`src/rtl/alu_seg_display.sv`:
```
// alu_seg_display: display stage behind ALU_Top. It captures the unsigned
// ALU result whenever it changes and converts it to three BCD digits with a
// sequential double-dabble engine. It then scans the digits onto a 4-digit
// common-anode seven-segment display.
//
// Parameters:
//   NUM_WIDTH   - ALU operand width; answer is NUM_WIDTH+1 bits
//   REFRESH_DIV - clk cycles each digit stays enabled (>= 2)
//
// Ports:
//   clk    - single rising-edge clock
//   reset  - asynchronous, active-high reset
//   answer - unsigned ALU result to display
//   an     - digit anode enables, active-low, an[0] = rightmost digit
//   seg    - segment cathodes, active-low, {g,f,e,d,c,b,a}
//   dp     - decimal point, active-low, always off
//   busy   - high while a conversion is in progress (registered)
//
// Build option:
//   BLANK_LEADING_ZERO_EN - when defined, leading zeros on the hundreds and
//                           tens digits are suppressed ("  7" instead of "007").

module alu_seg_display #(
    parameter int unsigned NUM_WIDTH   = 8,
    parameter int unsigned REFRESH_DIV = 100000
) (
    input  logic                 clk,
    input  logic                 reset,
    input  logic [NUM_WIDTH:0]   answer,
    output logic [3:0]           an,
    output logic [6:0]           seg,
    output logic                 dp,
    output logic                 busy
);

    localparam int unsigned ANS_W  = NUM_WIDTH + 1;
    localparam int unsigned BCD_W  = 12;
    localparam int unsigned ITER_W = 4;
    localparam int unsigned CNT_W  = $clog2(REFRESH_DIV);

    typedef enum logic [1:0] {
        IDLE = 2'd0,
        CONV = 2'd1,
        LOAD = 2'd2
    } state_t;

    state_t              state;
    state_t              state_next;

    logic [ANS_W-1:0]    captured;
    logic [ANS_W-1:0]    shreg;
    logic [BCD_W-1:0]    bcd;
    logic [BCD_W-1:0]    bcd_adj;
    logic [ITER_W-1:0]   iter;
    logic [3:0]          disp2;
    logic [3:0]          disp1;
    logic [3:0]          disp0;

    logic [CNT_W-1:0]    refresh_cnt;
    logic [1:0]          idx;

    logic [3:0]          sel_digit;
    logic                sel_blank;
    logic [6:0]          seg_next;

    // Active-low gfedcba pattern for one BCD digit; non-decimal codes blank.
    function automatic logic [6:0] seg_decode(input logic [3:0] d);
        logic [6:0] s;
        s = 7'b1111111;
        case (d)
            4'd0: s = 7'b1000000;
            4'd1: s = 7'b1111001;
            4'd2: s = 7'b0100100;
            4'd3: s = 7'b0110000;
            4'd4: s = 7'b0011001;
            4'd5: s = 7'b0010010;
            4'd6: s = 7'b0000010;
            4'd7: s = 7'b1111000;
            4'd8: s = 7'b0000000;
            4'd9: s = 7'b0010000;
            default: s = 7'b1111111;
        endcase
        return s;
    endfunction

    // Converter state register.
    always_ff @(posedge clk or posedge reset) begin
        if (reset) begin
            state <= IDLE;
        end else begin
            state <= state_next;
        end
    end

    // Converter next-state logic.
    always_comb begin
        state_next = state;
        case (state)
            IDLE: begin
                if (answer != captured) begin
                    state_next = CONV;
                end
            end
            CONV: begin
                // iter counts completed shifts; the NUM_WIDTH-th cycle is the last.
                if (iter == ITER_W'(NUM_WIDTH)) begin
                    state_next = LOAD;
                end
            end
            LOAD: begin
                state_next = IDLE;
            end
            default: begin
                state_next = IDLE;
            end
        endcase
    end

    // Double-dabble correction: every nibble >= 5 gets +3 before the shift.
    always_comb begin
        bcd_adj = bcd;
        for (int i = 0; i < 3; i++) begin
            if (bcd[i*4 +: 4] >= 4'd5) begin
                bcd_adj[i*4 +: 4] = bcd[i*4 +: 4] + 4'd3;
            end
        end
    end

    // Conversion datapath and displayed digits.
    always_ff @(posedge clk or posedge reset) begin
        if (reset) begin
            captured <= '0;
            shreg    <= '0;
            bcd      <= '0;
            iter     <= '0;
            disp2    <= '0;
            disp1    <= '0;
            disp0    <= '0;
            busy     <= 1'b0;
        end else begin
            // busy trails the state by one edge so it covers E+1..E+10.
            busy <= (state != IDLE);
            case (state)
                IDLE: begin
                    if (answer != captured) begin
                        captured <= answer;
                        shreg    <= answer;
                        bcd      <= '0;
                        iter     <= '0;
                    end
                end
                CONV: begin
                    bcd   <= {bcd_adj[BCD_W-2:0], shreg[ANS_W-1]};
                    shreg <= {shreg[ANS_W-2:0], 1'b0};
                    iter  <= iter + ITER_W'(1);
                end
                LOAD: begin
                    disp2 <= bcd[11:8];
                    disp1 <= bcd[7:4];
                    disp0 <= bcd[3:0];
                end
                default: begin
                end
            endcase
        end
    end

    // Refresh divider; idx advances once per REFRESH_DIV cycles.
    always_ff @(posedge clk or posedge reset) begin
        if (reset) begin
            refresh_cnt <= '0;
            idx         <= 2'd0;
        end else begin
            if (refresh_cnt == CNT_W'(REFRESH_DIV - 1)) begin
                refresh_cnt <= '0;
                idx         <= idx + 2'd1;
            end else begin
                refresh_cnt <= refresh_cnt + CNT_W'(1);
            end
        end
    end

    // Select the digit under scan; position 3 is always blank.
    always_comb begin
        sel_digit = disp0;
        sel_blank = 1'b0;
        case (idx)
            2'd0: begin
                sel_digit = disp0;
            end
            2'd1: begin
                sel_digit = disp1;
`ifdef BLANK_LEADING_ZERO_EN
                sel_blank = (disp2 == 4'd0) && (disp1 == 4'd0);
`endif
            end
            2'd2: begin
                sel_digit = disp2;
`ifdef BLANK_LEADING_ZERO_EN
                sel_blank = (disp2 == 4'd0);
`endif
            end
            default: begin
                sel_blank = 1'b1;
            end
        endcase
        seg_next = sel_blank ? 7'b1111111 : seg_decode(sel_digit);
    end

    // Registered display drive.
    always_ff @(posedge clk or posedge reset) begin
        if (reset) begin
            an  <= 4'b1111;
            seg <= 7'b1111111;
        end else begin
            an  <= ~(4'b0001 << idx);
            seg <= seg_next;
        end
    end

    assign dp = 1'b1;

endmodule

```
`config.mk`:
```
export PLATFORM = sky130hd
export DESIGN_NAME = alu_seg_display
export DESIGN_NICKNAME = d
export VERILOG_FILES = /design/src/rtl/alu_seg_display.sv
export SDC_FILE = /design/constraint.sdc
export NUM_CORES = 1
export LEC_CHECK = 0
export CORE_MARGIN = 1
export CORE_UTILIZATION = 63
export CTS_CLUSTER_SIZE = 20
export DETAILED_ROUTE_END_ITERATION = 8
export PLACE_DENSITY = 0.92
export SLEW_MARGIN = 20
export SYNTH_ARGS = -nofsm -noshare
export SYNTH_HDL_FRONTEND = slang
export SYNTH_SLANG_ARGS = --single-unit
export TNS_END_PERCENT = 20
```
`constraint.sdc`:
```
create_clock -name clk -period 4.9 [get_ports clk]
set_clock_uncertainty 0.1 [all_clocks]
set_input_delay 1.47 -clock clk [delete_from_list [all_inputs] [get_ports clk]]
set_output_delay 1.47 -clock clk [all_outputs]
set_load 0.01 [all_outputs]
```
==> run summary, run 1 <==
Status: finished clean
Synthesized Nets: 385
Lkg Pwr: 1.995 nW
Clock-pin slew on the worst setup and hold paths: 80 ps
Dpl ws: 1250 ps
Utilization after layout: 75.95%
Via density: 5.762
Rows: 27
HPWL Detailed: 4.672 mm
Final WL: 6.806 mm
# diodes: 0
Final worst path period share: 68.12%
Num Clock Sinks: 79
Post CTS Setup Buffer Count: 0
Drc violations: 0
Clock power share: 20.7%
Seq/Total Area, Yosys: 52.11%
Pin count of the biggest net entering global routing: 80
Yosys Warn Count: 0
Clock H-tree levels: 3
Sequential group share of total power: 42.6%
Synth top area cells: dfrtp_1, dfstp_2, ha_1
Critical path type: input port to register
Cts bufs inserted: 9
Worst setup margin: 1562 ps
Largest area contributor in the netlist: dfrtp_1
Clk_lat worst skew: 340 ps
Area growth syn-to-layout: 12.84%
#FFs+latches synth: 79
Max Cap Viol: 0
Clk buf depth: 2
WP buf/inv: 1
Avg Cell Area, Syn: 10.70 um2
Root Driver: clkbuf_8
Setup TNS: 0 ps
Pins Over Slew Limit: 0
Fmax: 0.2996 GHz
Endpoints failing setup: 0
Pwr Total: 2.384 mW
Vias in the first global route: 2573
Core Box Area: 5675 um2
Mapped cell area: 3820 um2
P_int: 1.557 mW
Starting Density: 67.31%
Startpoint Class: input port
Global-route wire length before repair: 11.61 mm
Chip width: 79.87 um
DR WL/cell: 14.86 um
Fin crit period: 3338 ps
WP data arrival: 3520 ps
DIE AREA: 6378 um2
Resize count post-CTS: 0
Gr usage total: 24.26%
Post-Syn Instances: 357
Psw: 0.8271 mW
Synth top area share: 44.55%
Die Height: 79.87 um
Slowest stage cell, crit path: clkdlybuf4s50_1
Count leader, synth: dfrtp_1
Detail Route Antenna Nets: 0
DR vias: 2639
Combinational Power Share: 36.6%
Synth unique cells: 42
Top post-synthesis cells by count: dfrtp_1, nand2_1, inv_1
Placer Congestion: 0.8224
CP Capture Type: register
Critical path peak fanout: 9
Cts hold-fix bufs: 0
Ratio of cells with drive above 1 in the final layout: 15.54%
Crit path cell chain: clkdlybuf4s50_1, xor2_1, nor4_1, nand4_1, nand2b_1, mux2_2
Antenna violations before repair: 0
Ys async rst share: 100.0%
Slew @ Worst Pin: 626.3 ps
Ports: 24
Slew HR: 58.09%
Sw Ratio: 34.69%
Total gr overflow: 0
CP top delay family: simple AND/OR/NAND/NOR gates
TritonRoute pass-1 iters: 4
WP data required: 5080 ps
Min Hold Slack: 379.9 ps
Slowest Stage Delay on Critical Path: 450 ps
Min-Delay Path Class: register to register
Post-synth EDFFs: 0
CTS tree: built
Final Hold Vio Count: 0
Starting DRT DRC Count: 196
Filler cell count: 361
Commonest register cell after synthesis: dfrtp_1
Port buffer count: 22
Layout net count: 409
IR Drop Worst-Case VDD: 0.3189 mV
RSZ-0062 raised after global routing: no
Power per Cell Area: 553.1 nW/um2
layer usage:
metal	share of wire (%)	wire (um)	global-route usage (%)	vias to the layer above
li1	-	-	-	1268
met1	45	3034	30.52	1302
met2	50	3418	40.26	57
met3	3.4	231	4.000	12
met4	1.8	121	12.68	0
met5	0	0	0	-
logic make-up (layout without fill, tap and decap cells):
kind of cell | after synthesis | count (layout) | share of synthesized area (%)
adders and majority gates | 17 | 17 | 5.568
DFF | 79 | 79 | 52.11
and+or+nand+nor | 104 | 104 | 12.68
buffers and inverters | 41 | 70 | 4.389
xor gates and xnor gates | 31 | 31 | 7.108
AOI/OAI and AO/OA | 63 | 63 | 11.89
other | 1 | 1 | 0.09817
muxes | 21 | 21 | 6.158
registers in the layout (all words and copies together) (netlist names):
name and count:
captured 9, iter 4, an 4, shreg 9
disp2 4, bcd 12, state 2, busy 1
disp0 4, refresh_cnt 17, seg 7, disp1 4
idx 2
per-stage QoR:
step,std cells,instance area (um2)
after detailed placement,442,4103
after global routing,458,4310
final,458,4310
after CTS,458,4310
after floorplan,357,3820
after global placement,442,4103
power groups by stage:
stage / registers [mW] / clock network, mW / logic [mW]
after floorplan: 0.988 / 0 / 0.683
after global placement: 1.01 / 0 / 0.823
after detailed placement: 1.02 / 0 / 0.870
after CTS: 1.01 / 0.505 / 0.878
after global routing: 1.04 / 0.533 / 0.985
final: 1.02 / 0.494 / 0.874
cell type report:
| cell class | instances | area [um2] | area share (%) |
|---|---|---|---|
| flip-flops and latches | 79 | 1991 | 46.18 |
| repair buffers | 24 | 247.7 | 5.747 |
| inverters | 30 | 112.6 | 2.612 |
| clock buffers | 11 | 151.4 | 3.512 |
| clock inverters | 5 | 56.30 | 1.306 |
| multi-input cells | 237 | 1662 | 38.55 |
| well taps | 72 | 90.09 | 2.090 |
layout by cell type, fill, tap and decap left out, drive strengths merged, types with 3 or more instances in the layout:
master,Yosys,final
a22o,7,7
dfrtp,68,68
and3,4,4
dfstp,11,11
ha,17,17
nand3,9,9
xor2,16,16
nor3,4,4
a21o,3,3
o21ai,14,14
clkdlybuf4s50,0,22
a22oi,9,9
clkinv,0,3
clkbuf,7,11
xnor2,15,15
nand2,38,38
a21oi,15,15
nand2b,6,6
o221a,8,8
inv,30,30
nor2,29,29
nand4,5,5
mux2i,4,4
mux2,17,17
path summary, 6_finish.rpt:
| kind | start | end | slack [ps] | depth (start not counted) |
|---|---|---|---|---|
| min | refresh_cnt[4]$_DFF_PP0_ | refresh_cnt[4]$_DFF_PP0_ | 380 | 1 |
| max | answer[1] | iter[0]$_DFFE_PP0P_ | 1560 | 6 |
| max reg2reg | idx[0]$_DFFE_PP0N_ | seg[6]$_DFF_PP1_ | 2560 | 8 |
| max in group asynchronous | reset | an[2]$_DFF_PP1_ | 2930 | 3 |
| min reg2reg | refresh_cnt[4]$_DFF_PP0_ | refresh_cnt[4]$_DFF_PP0_ | 380 | 1 |
| min in group asynchronous | reset | refresh_cnt[11]$_DFF_PP0_ | 1420 | 3 |
Power figures use the tool's default switching activity.
==> inputs of run 2 (changes only) <==
--- a/config.mk
+++ b/config.mk
@@ -6,10 +6,10 @@
 export NUM_CORES = 1
 export LEC_CHECK = 0
 export CORE_MARGIN = 1
-export CORE_UTILIZATION = 63
+export CORE_UTILIZATION = 59
 export CTS_CLUSTER_SIZE = 20
 export DETAILED_ROUTE_END_ITERATION = 8
-export PLACE_DENSITY = 0.92
+export PLACE_DENSITY = 0.87
 export SLEW_MARGIN = 20
 export SYNTH_ARGS = -nofsm -noshare
 export SYNTH_HDL_FRONTEND = slang
==> constraint.sdc (replaced) <==
create_clock -name clk -period 3.18 [get_ports clk]
set_clock_uncertainty 0.1 [all_clocks]
set_input_delay 0.954 -clock clk [delete_from_list [all_inputs] [get_ports clk]]
set_output_delay 0.954 -clock clk [all_outputs]
set_load 0.01 [all_outputs]
==> run summary, run 2 (synthesis results as in run 1) <==
Worst Reg2Reg Path Length in Cells: 8
Startpoint Class: input port
Reg-to-reg slack, setup: 760 ps
WHS Endpoint: refresh_cnt[4]$_DFF_PP0_
DIE AREA: 6800 um2
Global-route wire length before repair: 11.58 mm
Via density: 5.591
Lkg Pwr: 2.014 nW
Slew HR: 62.46%
CP Capture Type: register
Min-Delay Path Class: register to register
HPWL Detailed: 4.807 mm
Cts hold-fix bufs: 0
Slew @ Worst Pin: 562.5 ps
Clk buf depth: 2
Clock-pin slew on the worst setup and hold paths: 80 ps
Placed insts: 449
Most common cell after layout, fill and taps aside: dfrtp_1
DP Area: 4136 um2
Crit path cell chain: clkdlybuf4s50_1, xor2_1, nor4_1, and3_1, nand2b_1, mux2_2
Root Driver: clkbuf_8
Rows: 28
Area growth syn-to-layout: 13.72%
CTS tree: built
Clk_lat worst skew: 370 ps
Setup TNS: 0 ps
Ports: 24
Die Height: 82.47 um
Num Clock Sinks: 79
Final worst path period share: 78.48%
WP buf/inv: 1
Crit path from: answer[1]
Vias in the first global route: 2540
Clock H-tree levels: 3
Top Registers: refresh_cnt x17, bcd x12
Placer Congestion: 0.7968
Final Instance Area: 4344 um2
Pwr Total: 3.680 mW
Final Hold Vio Count: 0
Pins Over Slew Limit: 0
DR WL/cell: 14.84 um
WP data arrival: 2650 ps
Slowest stage cell, crit path: clkdlybuf4s50_1
Min Hold Slack: 374.3 ps
TritonRoute pass-1 iters: 4
Dpl ws: 295.9 ps
Gr usage total: 23.33%
Non-Filler Instances: 465
Status: finished clean
Fmax: 0.4007 GHz
CP top delay family: simple AND/OR/NAND/NOR gates
Power per Cell Area: 847.0 nW/um2
Port buffer count: 22
HP Start: refresh_cnt[4]$_DFF_PP0_
Final WL: 6.899 mm
Max reg flops: 17
Resize count post-CTS: 0
Core Box Area: 6096 um2
Filler cell count: 438
Chip width: 82.47 um
Cts bufs inserted: 9
Utilization after layout: 71.26%
Total gr overflow: 0
Critical path peak fanout: 3
Worst r2r src: idx[0]$_DFFE_PP0N_
Worst setup margin: 684.3 ps
WP data required: 3330 ps
Detail Route Antenna Nets: 0
Antenna violations before repair: 0
Starting DRT DRC Count: 117
Slowest Stage Delay on Critical Path: 450 ps
Critical path type: input port to register
Pin count of the biggest net entering global routing: 47
Drc violations: 0
# diodes: 0
Endpoints failing setup: 0
Fin crit period: 2496 ps
Worst r2r dst: seg[6]$_DFF_PP1_
Max Cap Viol: 0
Most flop-heavy register: refresh_cnt
Post CTS Setup Buffer Count: 0
IR Drop Worst-Case VDD: 0.4991 mV
Most frequent cells in the layout: dfrtp_1, nand2_1, inv_1
Cell count of the worst hold path: 1
RSZ-0062 raised after global routing: no
Starting Density: 62.66%
DR vias: 2600
Layout net count: 413
Ratio of cells with drive above 1 in the final layout: 16.41%
==> run 2: worst max path at each step <==
| stage | cells past startpoint | end |
|---|---|---|
| floorplan | 1 | bcd[0]$_DFFE_PP0P_ |
| CTS | 6 | captured[0]$_DFFE_PP0P_ |
| global route | 6 | shreg[0]$_DFFE_PP0P_ |
| finish | 6 | captured[0]$_DFFE_PP0P_ |
| detailed placement | 6 | captured[0]$_DFFE_PP0P_ |
| global placement | 6 | captured[0]$_DFFE_PP0P_ |
==> run 2: worst reg2reg max path, stage by stage (launching register included) <==
cell	delay [ps]
dfrtp_1	420
inv_1	110
ha_1	470
mux2i_1	480
inv_1	120
ha_1	210
nor3_1	250
a21o_1	130
nand2_1	50
==> run 2: per-layer routing <==
metal | track usage (%) | part of all wire (%) | vias up | wire length (um)
met5 | 0 | 0 | - | 0
met4 | 10.18 | 2.0 | 0 | 136
met3 | 5.934 | 3.8 | 15 | 264
met2 | 38.93 | 50 | 72 | 3446
met1 | 28.54 | 44 | 1245 | 3051
li1 | - | - | 1268 | -
==> run 2: area by class of cell <==
type                    count  area, um2  area share, %
inverters                  30      112.6          2.592
clock inverters             5      56.30          1.296
multi-input cells         237       1662          38.25
repair buffers             28      277.8          6.394
flip-flops and latches     79       1991          45.82
clock buffers              11      151.4          3.485
well taps                  75      93.84          2.160
==> run 2: power by group <==
group	leakage (nW)	switching (mW)	internal, mW
combinational	0.931	0.668	0.672
clock	0.105	0.367	0.404
sequential	0.978	0.243	1.33
==> inputs of run 3 (changes only) <==
==> constraint.sdc (replaced) <==
create_clock -name clk -period 2.5 [get_ports clk]
set_clock_uncertainty 0.1 [all_clocks]
set_input_delay 0.75 -clock clk [delete_from_list [all_inputs] [get_ports clk]]
set_output_delay 0.75 -clock clk [all_outputs]
set_load 0.01 [all_outputs]
==> run summary, run 3 (synthesis results as in run 1) <==
Drc violations: 0
Most frequent cells in the layout: dfrtp_1, nand2_1, inv_1
Top Registers: refresh_cnt x17, bcd x12
Final Instance Area: 4547 um2
CTS tree: built
Starting Density: 62.66%
Chip width: 82.47 um
Final Hold Vio Count: 0
WP data required: 2640 ps
Non-Filler Instances: 481
Placed insts: 465
Root Driver: clkbuf_8
Power per Cell Area: 1101 nW/um2
Crit path cell chain: clkdlybuf4s50_1, xor2_1, nor4_1, and3_1, nand2b_1, mux2_2
Clk buf depth: 2
Filler cell count: 415
Cts bufs inserted: 9
HPWL Detailed: 5.142 mm
Starting DRT DRC Count: 97
Vias in the first global route: 2768
WP buf/inv: 1
Final worst path period share: 91.23%
Critical path peak fanout: 3
Slew @ Worst Pin: 552.1 ps
Most common cell after layout, fill and taps aside: dfrtp_1
Final WL: 7.268 mm
Antenna violations before repair: 0
Total gr overflow: 0
Clock-pin slew on the worst setup and hold paths: 80 ps
DP Area: 4298 um2
Slowest stage cell, crit path: clkdlybuf4s50_1
Crit path from: answer[1]
Detail Route Antenna Nets: 0
Startpoint Class: input port
Slowest Stage Delay on Critical Path: 440 ps
Placer Congestion: 0.8163
Via density: 5.638
Slew HR: 63.19%
CP top delay family: simple AND/OR/NAND/NOR gates
Critical path type: input port to register
Num Clock Sinks: 79
HP Start: refresh_cnt[0]$_DFF_PP0_
# diodes: 0
Max Cap Viol: 0
Most flop-heavy register: refresh_cnt
Global-route wire length before repair: 12.29 mm
Fin crit period: 2281 ps
TritonRoute pass-1 iters: 4
Endpoints failing setup: 0
Ratio of cells with drive above 1 in the final layout: 19.21%
Gr usage total: 24.42%
Resize count post-CTS: 0
WP data arrival: 2420 ps
Fmax: 0.4385 GHz
DR vias: 2712
Max reg flops: 17
Status: finished clean
Lkg Pwr: 2.117 nW
Min-Delay Path Class: register to register
Register Area: 1991 um2
Setup TNS: 0 ps
Core Box Area: 6096 um2
Port buffer count: 22
DIE AREA: 6800 um2
CP Capture Type: register
Clock H-tree levels: 3
Worst r2r src: idx[1]$_DFFE_PP0N_
Rows: 28
Multi-input logic area: 1662 um2
RSZ-0062 raised after global routing: no
Cts hold-fix bufs: 0
Pin count of the biggest net entering global routing: 39
Post CTS Setup Buffer Count: 0
Pins Over Slew Limit: 0
DR WL/cell: 15.11 um
Layout net count: 429
Clk_lat worst skew: 350 ps
IR Drop Worst-Case VDD: 0.7609 mV
Die Height: 82.47 um
Area growth syn-to-layout: 19.03%
Ports: 24
[run 3: layer usage]
metal  part of all wire [%]  routed length [um]  GRT usage (%)  up-vias
met3                    3.7                 267          5.275       18
met2                     50                3664          40.91       72
met1                     44                3190          30.35     1318
met5                      0                   0              0        -
li1                       -                   -              -     1304
met4                    2.0                 146          10.70        0
[run 3: path summary, 6_finish.rpt]
path	slack (ps)	end	cells past startpoint
max in group asynchronous	1090	an[0]$_DFF_PP1_	3
setup reg to reg	240	seg[6]$_DFF_PP1_	9
min in group asynchronous	680	disp1[1]$_DFFE_PP0N_	2
hold / removal	390	refresh_cnt[0]$_DFF_PP0_	1
setup / recovery	220	captured[0]$_DFFE_PP0P_	6
hold reg to reg	390	refresh_cnt[0]$_DFF_PP0_	1
[run 3: area by class of cell]
| class | count | area share, % |
|---|---|---|
| clock inverter | 3 | 1.981 |
| clock buffer | 13 | 3.495 |
| multi-input combinational | 237 | 36.54 |
| inverter | 30 | 2.559 |
| timing repair buffer | 44 | 9.576 |
| sequential | 79 | 43.78 |
| tap | 75 | 2.064 |
[run 3: where the power goes]
group,leakage (nW),switching [mW],internal (mW)
logic,1.02,0.900,0.932
registers,0.978,0.318,1.69
clock network,0.124,0.449,0.720
total,2.12,1.67,3.34
[run 3: stage by stage]
stage | total power, mW | hold slack (ps) | util, % | setup WS [ps]
after global routing | 5.336 | 411.6 | 74.59 | 40.74
after floorplan | 3.275 | 346.1 | - | 291.3
after CTS | 5.030 | 388.9 | 74.59 | 214.0
after detailed placement | 3.832 | 374.5 | 70.50 | -148.5
final | 5.006 | 387.2 | 74.59 | 219.3
after global placement | 3.698 | 363.4 | 70.50 | -118.8
==> RTL change (settings of run 2) <==
Build with the macro `BLANK_LEADING_ZERO_EN` defined.
--- a/src/rtl/alu_seg_display.sv
+++ b/src/rtl/alu_seg_display.sv
@@ -20,6 +20,8 @@
 //   BLANK_LEADING_ZERO_EN - when defined, leading zeros on the hundreds and
 //                           tens digits are suppressed ("  7" instead of "007").
 
+`define BLANK_LEADING_ZERO_EN
+
 module alu_seg_display #(
     parameter int unsigned NUM_WIDTH   = 8,
     parameter int unsigned REFRESH_DIV = 100000
Check against the original RTL: same outputs for any inputs over 10 cycles, from zero or initial values and one cycle with reset high; that may be too few to reach the edited logic, so the function may still have changed.
==> RTL change against run 2 <==
Setup slack worse by 0.082 ns. Synthesized area is 0.62% higher. Wire length is 0.51% lower. Global-route usage is 1.0 points lower. Total power is 0.12% lower. Cell count is 2.6% higher. Final area hardly changed. Largest power group unchanged. Sequential cell count stayed put.
==> RTL change: results (changes against run 2) <==
Final layout
  – Nets@finish: 424 (was 413)
  – Layout fillers: 461 (was 438)
  – Fin cells: 477 (was 465)
  – Layout cells sized above 1: 0.140 (was 0.164)

Yosys
  – Mux contribution to synthesized area: 0.0573 (was 0.0616)
  – Post-synthesis sequential area ratio: 0.518 (was 0.521)
  – Syn_area_per_cell: 10.4 sq um (was 10.7 sq um)
  – Post-synth cell types: 35 (was 42)
  – Synth Area in Compound Gates: 0.122 (was 0.119)
  – Top area cells in the synthesized netlist: dfrtp_1 (44%), dfstp_2 (7.5%), ha_1 (5.9%), mux2_2 (4.4%), xor2_1 (3.9%) (was dfrtp_1 (45%), dfstp_2 (7.6%), ha_1 (5.6%), mux2_2 (5.0%), nand2_1 (3.7%))
  – Post-synth net total: 397 (was 385)
  – Top post-synthesis cells by count: dfrtp_1 (68), nand2_1 (36), nor2_1 (36) (was dfrtp_1 (68), nand2_1 (38), inv_1 (30))
  – Synth Area in Adders: 0.0586 (was 0.0557)
  – XOR/XNOR Fraction of Synth Area: 0.0661 (was 0.0711)

Placed design
  – Placed cells: 461 (was 449)
  – Post-DP HPWL: 4840 um (was 4810 um)
  – Final Wtd Congestion: 0.834 (was 0.797)
  – Dpl ws: 0.276 ns (was 0.296 ns)

Routing
  – DR vias/cell: 5.56 (was 5.59)
  – DR iter-0 viols: 143 (was 117)
  – DR WL/cell: 14.4 um (was 14.8 um)

Power and ir drop
  – Worst VDD drop: 0.000471 V (was 0.000499 V)
  – Leak pwr: 0.00203 uW (was 0.00201 uW)

Global route
  – GRT Total Usage: 0.223 (was 0.233)
  – Initial antenna violation count: 0 (unchanged)
  – Vias in the first global route: 2558 (was 2540)
  – Largest net degree at the start of global routing: 80 (was 47)
  – Global-route wire length before repair: 11400 um (was 11600 um)

Critical path
  – Worst path max stage delay: 0.45 ns (about the same)
  – Reg2Reg Depth: 5 (was 8)
  – Worst Path Max Fanout: 8 (was 3)
  – Arr. time, crit path: 2.77 ns (was 2.65 ns)

Min path
  – Hold Path Stages: 2 (was 1)

Run status
  – Status: finished clean (unchanged)

Timing
  – Worst slew margin: 0.492 (was 0.625)

Clock tree
  – Clock root buffer: clkbuf_8 (unchanged)
  – Clk buf depth: 2 (unchanged)
  – Worst skew pair latency: 0.35 ns (was 0.37 ns)
[RTL change: area by class of cell]
type	count	share of cell area
clock buffer	10	0.0294
clock inverter	6	0.0141
inverter	28	0.0242
multi-input combinational	250	0.390
sequential	79	0.458
tap	77	0.0222
timing repair buffer	27	0.0622
[RTL change: where the power goes]
group	leakage, uW	internal, uW	switching [uW]
Clock	0.0000960	360	365
Sequential	0.000977	1330	247
Combinational	0.000960	690	685
[RTL change: per-stage QoR]
stage | total power [uW] | hold slack, ns | instance area, sq um | utilization
after floorplan | 2590 | 0.349 | 3840 | -
after global placement | 2880 | 0.370 | 4160 | 0.659
after detailed placement | 2960 | 0.375 | 4160 | 0.659
after CTS | 3690 | 0.388 | 4350 | 0.688
after global routing | 3960 | 0.409 | 4350 | 0.688
final | 3680 | 0.380 | 4350 | 0.688
[RTL change: path summary, 6_finish.rpt]
path | slack, ns | from | to
worst max-delay path | 0.60 | answer[1] | shreg[7]
worst min-delay path | 0.38 | disp0[0] | disp0[0]
worst max register to register | 0.67 | refresh_cnt[12] | idx[1]
worst min register to register | 0.38 | disp0[0] | disp0[0]
max in group asynchronous | 1.74 | reset | seg[0]
min in group asynchronous | 0.91 | reset | busy
[RTL change: kinds of logic (layout without fill, tap and decap cells)]
family	Yosys count	count (layout)
AND/OR/NAND/NOR	113	113
other	1	1
adder cells (fa/ha/maj)	18	18
flip-flops	79	79
multiplexers	20	20
buffers and inverters	39	71
AO/OA/AOI/OAI	69	69
XOR/XNOR	29	29
[RTL change: metal layers]
layer / vias to the layer above / track usage / share of wire
met4: 0 / 0.117 / 0.024
met3: 16 / 0.0396 / 0.027
met5: - / 0 / 0
li1: 1308 / - / -
met1: 1273 / 0.273 / 0.46
met2: 54 / 0.375 / 0.49
